**config.mk**
```make
export PLATFORM = sky130hd
export DESIGN_NAME = down_c_timer
export DESIGN_NICKNAME = d
export VERILOG_FILES = /design/src/rtl/down_c_timer_pkg.sv /design/src/rtl/down_c_timer.sv
export SDC_FILE = /design/constraint.sdc
export NUM_CORES = 1
export LEC_CHECK = 0
export CORE_ASPECT_RATIO = 0.75
export CORE_UTILIZATION = 50
export CTS_CLUSTER_DIAMETER = 60
export CTS_CLUSTER_SIZE = 8
export DETAILED_ROUTE_END_ITERATION = 10
export PLACE_DENSITY_LB_ADDON = 0.05
export SYNTH_ARGS = -nofsm -noshare
export SYNTH_HDL_FRONTEND = slang
export SYNTH_SLANG_ARGS = --single-unit
```
**constraint.sdc**
```tcl
create_clock -name clk -period 2.37 [get_ports clk]
set_clock_uncertainty 0.15 [all_clocks]
set_input_delay 0.237 -clock clk [delete_from_list [all_inputs] [get_ports clk]]
set_output_delay 0.237 -clock clk [all_outputs]
set_load 0.02 [all_outputs]
```
**src/rtl/down_c_timer_pkg.sv**
```systemverilog
// Shared types and constants for the down-counting timer.
// State encoding and the default counter width.
package down_c_timer_pkg;

    localparam int WIDTH_DEF = 8;

    typedef enum logic [1:0] {
        IDLE,
        RUN,
        EXPIRED
    } state_t;

endpackage

```
**src/rtl/down_c_timer.sv**
```systemverilog
// Loadable down-counter with one-shot or auto-reload behaviour.
// Emits a one-cycle terminal-count pulse on each 1->0 step.
module down_c_timer
    import down_c_timer_pkg::*;
#(
    parameter int WIDTH = WIDTH_DEF
) (
    input  logic             clk,
    input  logic             rst,
    input  logic             load,
    input  logic [WIDTH-1:0] load_val,
    input  logic             en,
    input  logic             periodic,
    output logic [WIDTH-1:0] count,
    output logic             tc,
    output logic             busy
);

    localparam logic [WIDTH-1:0] ONE = {{(WIDTH-1){1'b0}}, 1'b1};

    state_t           state;
    logic [WIDTH-1:0] reload;

    always_ff @(posedge clk) begin
        if (rst) begin
            count  <= '0;
            reload <= '0;
            tc     <= 1'b0;
            busy   <= 1'b0;
            state  <= IDLE;
        end else if (load) begin
            count  <= load_val;
            reload <= load_val;
            tc     <= 1'b0;
            if (load_val != '0) begin
                state <= RUN;
                busy  <= 1'b1;
            end else begin
                state <= EXPIRED;
                busy  <= 1'b0;
            end
        end else begin
            tc <= 1'b0;
            case (state)
                RUN: begin
                    if (en) begin
                        // zero in RUN only occurs in periodic mode
                        if (count == '0) begin
                            count <= reload;
                        end else if (count == ONE) begin
                            count <= '0;
                            tc    <= 1'b1;
                            if (!periodic) begin
                                state <= EXPIRED;
                                busy  <= 1'b0;
                            end
                        end else begin
                            count <= count - ONE;
                        end
                    end
                end
                default: ;
            endcase
        end
    end

endmodule

```
### After elaboration in Yosys (flattened, before gate mapping)

Cells that the tools add are included.

| storage, ports and cells | value |
|---|---|
| flip-flop bits (word level) | 20 |
| bits in writable memories | 0 |
| input port bits | 13 |
| bits in latches | 0 |
| ROM bits | 0 |
| memories | 0 |

| cells by class | value |
|---|---|
| order comparisons | 0 |
| $mul | 0 |
| $add $sub $neg | 1 |
| eq/ne operators | 4 |
| div/mod/pow operators | 0 |
| multiplexer cells | 20 |
| bitwise gates (word level) | 2 |
| reductions and logical operators | 8 |
| shift-type cells | 0 |

Operator list:

| operator | count |
|---|---|
| $mux 8 | 5 |
| $mux 2 | 7 |
| $eq 8x1->1 const B | 1 |
| $logic_not 8->1 | 1 |
| $mux 1 | 8 |
| $reduce_bool 8->1 | 1 |
| $sub 8x1->8 const B | 1 |
| $reduce_bool 2->1 | 3 |
| $reduce_and 5->1 | 1 |
| $reduce_or 5->1 | 1 |
| $ne 2x2->1 const B | 2 |
| $eq 2x1->1 const B | 1 |
| $not 1->1 | 2 |
| $reduce_and 2->1 | 1 |

### Longest topological paths before layout

| depth | value |
|---|---|
| word-level depth | 6 |
| gate-level depth with buffers | 7 |
| gate-level depth less buffers | 6 |

### Worst setup path before layout

No wires, ideal clock.

| timing path | value |
|---|---|
| path kind | reg2reg |
| from | reg count[0] |
| to | reg count[4] |
| period minus slack after synthesis | 2.052 ns |
| stages on the path, launching flop included | 8 |
| setup time | 0.140 ns |
| path slack | 0.318 ns |
| path buffers | 1 |
| arrival | 1.762 ns |
| cell sequence | dfxtp_1 > inv_1 > ha_1 > nor4b_4 > and2_2 > buf_2 > a2111oi_0 > a2111oi_0 |

| on the way | value |
|---|---|
| cells in the longest elaborated chain, start to end | 6 |
| elaborated cells on any way between the ends | 8 |
| those cells by class | add/sub (1); eq/ne (1); mux (5); reduce/logical (1) |

RTL lines:

| element | line | RTL |
|---|---|---|
| start, declared | down_c_timer.sv:14 | `output logic [WIDTH-1:0] count,` |
| start signal, assigned | down_c_timer.sv:32 | `count <= load_val;` |
| start signal, assigned | down_c_timer.sv:49 | `count <= reload;` |
| start signal, assigned | down_c_timer.sv:58 | `count <= count - ONE;` |
| $sub 8x1->8 or $eq 8x1->1 (tied branches) | down_c_timer.sv:58, down_c_timer.sv:50 |  |
| $mux 8 | down_c_timer.sv:50 | `end else if (count == ONE) begin` |
| $mux 8 (*) | down_c_timer.sv:48 | `if (count == '0) begin` |
| $mux 8 (*) | down_c_timer.sv:46 | `if (en) begin` |
| $mux 8 (*) | down_c_timer.sv:44 | `case (state)` |
| $mux 8 (*) | down_c_timer.sv:31 | `end else if (load) begin` |

Every way passes the cells marked *; elsewhere a longest branch is shown, timed or not. The select of a mux whose other input is x is not followed.
A chain may end at the register's enable or synchronous reset.

### Worst setup path after layout

| timing path | value |
|---|---|
| from | reg count[0] |
| to | reg count[6] |

Same word-level chain as after synthesis.

==> summary.txt <==
CTS clk-pin slew, worst paths: 0.11 ns
Simple-Gate Fraction of Synth Area: 0.256
Slew Limit Fails: 0
largest cells by area after synthesis: dfxtp_1 34%, mux2i_1 6.3%, a221oi_1 5.5%, nor2_1 5.1%, ha_1 3.4%
M3 GR Usage: 0.0640
max_cap viols: 0
global placement routability congestion: 0.907
Site Rows: 14
largest family of logic cells by synthesized area: simple AND/OR/NAND/NOR gates
Via density: 6.31
die area: 2400 µm²
largest net degree at the start of global routing: 20
Syn Nets: 144
Post-CTS Hold Buffers: 0
FMAX: 0.460 GHz
Finished Layout Cells: 177
Crit-path slowest cell: nor3b_2
pre-CTS WS: 0.208 ns
Worst Hold Class: flop to flop
Mapped Cells: 128
Final ANT Viol Nets: 0
cell area after layout: 1390 µm²
Post-Place Cells: 172
gr usage total: 0.264
post-synth top area share: 0.344
CTS Buffer Depth: 2
total power: 787 µW
grt ovf: 0
post-route setup slack: 0.195 ns
status: finished, final reports clean
kind of critical path: flop to flop
crit path max fanout: 6
leakage: 0.533 nW
via count: 1116
Async S/R FF share, synth: 0
setup TNS: 0 ns
routed wire length: 2930 µm
IO buf count: 22
drc violations: 0
Final nets: 170
Ys Warns: 0
proportion of layout cells with a drive suffix above 1: 0.111
Setup-failing EPs final: 0
initial antenna violation count: 0
Antenna diodes: 0
post-synthesis area per instance: 8.63 µm²
hpwl dp: 2180 µm
vias in the first global route: 1021
GR peak layer: met2
drt first-iter violations: 62
mux cell area share after synthesis: 0.0634
CTS buffer count: 3
CP max stage delay: 0.38 ns
Tcrit/Tclk final: 0.918
Post-Syn Area: 1100 µm²
Routed WL per cell: 16.5 µm
Primary FF master, synth: dfxtp_1
Critical Path Sink Type: flop
dpl cell area: 1360 µm²
Ports: 23
first-pass GRT wire length: 4780 µm
Rel. slew slack: 0.624
Root Driver: clkbuf_4
GR met1 Demand/Resource: 0.361
critical path launch point type: flop
clock sink total: 19
Fin Hold WS: 0.333 ns
met2 Use GR: 0.393
post-synthesis xor/xnor area fraction: 0.0159
TritonCTS clock tree: built
EDFF count, synth: 0
most common cell in the netlist: dfxtp_1
final critical delay including setup and external delays: 2.17 ns
hold path start: reload[3]
commonest cells in the netlist: 19 x dfxtp_1, 15 x nor2_1, 10 x nand2_1
die height: 42.7 µm
post-synthesis sequential area ratio: 0.344
PD cells: 565 nW/µm²
Slew @ Worst Pin: 0.562 ns
crit path from: count[0]
RR Startpoint: count[0]
Clk Latency, worst-skew pair: 0.31 ns
Synth area leader: dfxtp_1
RSZ-0062 raised after global routing: no
post-layout util: 0.679
core area: 2050 µm²
CP arrival: 2.24 ns
peak supply drop: 0.542 mV
cells along the critical path: inv_1 -> ha_1 -> nor3b_2 -> a21oi_1 -> a221o_1 -> a2111oi_2
DRT Pass-1 Iters: 4
hold violation total from the final report: 0
Compound-Gate Fraction of Synth Area: 0.234
Yosys cell types: 41
Synth Register Bits: 19
H-tree Lvls: 1
Die Span X: 56.3 µm
Starting Density: 0.539
P&R area growth vs syn: 25.9%
post-synthesis adder-cell area fraction: 0.0340
Worst Path Required: 2.43 ns
==> final cells by class <==
type	count	area (µm²)
Multi-Input combinational cell	95	667
Fill cell	180	658
Sequential cell	19	380
Timing Repair Buffer	27	258
Inverter	8	30.0
Tap cell	24	30.0
Clock buffer	4	26.3
==> sequential cells by signal, summed over array words and instances, names as in the netlist <==
name,count
tc,1
count,8
reload,8
state,2
==> where the power goes <==
group	switching (mW)	internal, mW	total [mW]
registers	0.0322	0.341	0.373
clock network	0.103	0.0657	0.169
logic	0.133	0.111	0.244
total	0.269	0.518	0.787
==> cell usage in the layout (no fill, tap or decap), drive strengths merged, types with 5 or more instances in the layout <==
cell type and instances:
clkdlybuf4s50 22, inv 7, nand3 6, a221oi 7, buf 5, nand2 10
nor2 15, a21oi 7, mux2i 7, dfxtp 19
==> cells by family after synthesis <==
| kind of cell | after synthesis |
|---|---|
| buf+inv | 14 |
| xor+xnor | 2 |
| flops | 19 |
| mux | 7 |
| simple gates | 49 |
| compound gates | 34 |
| fa+ha+maj | 3 |
==> repair_timing <==
| action | in CTS | in global routing |
|---|---|---|
| gates resized for setup | 0 | 0 |
| setup buffers | 0 | 1 |
| endpoints found under the setup margin | 0 | 2 |
==> worst paths after layout <==
| kind | endpoint | slack, ns | cells after the start |
|---|---|---|---|
| max | count[6] | 0.20 | 6 |
| min | reload[3] | 0.33 | 2 |
| max reg2reg | count[6] | 0.20 | 6 |
| min reg2reg | reload[3] | 0.33 | 2 |
==> critical path, delay by kind of cell, from the launching register on <==
family                   cells  cell delay [ns]
flip-flops                   1             0.36
AO/OA/AOI/OAI                3             0.84
adder cells (fa/ha/maj)      1             0.22
buffers and inverters        1             0.13
AND/OR/NAND/NOR              1             0.38
==> routing by layer <==
layer  vias up  routed length (µm)
li1        531                   -
met1       522                1400
met2        54                1270
met3         9                 196
met4         0                  52
met5         -                   0
(Power assumes the default switching activity.)
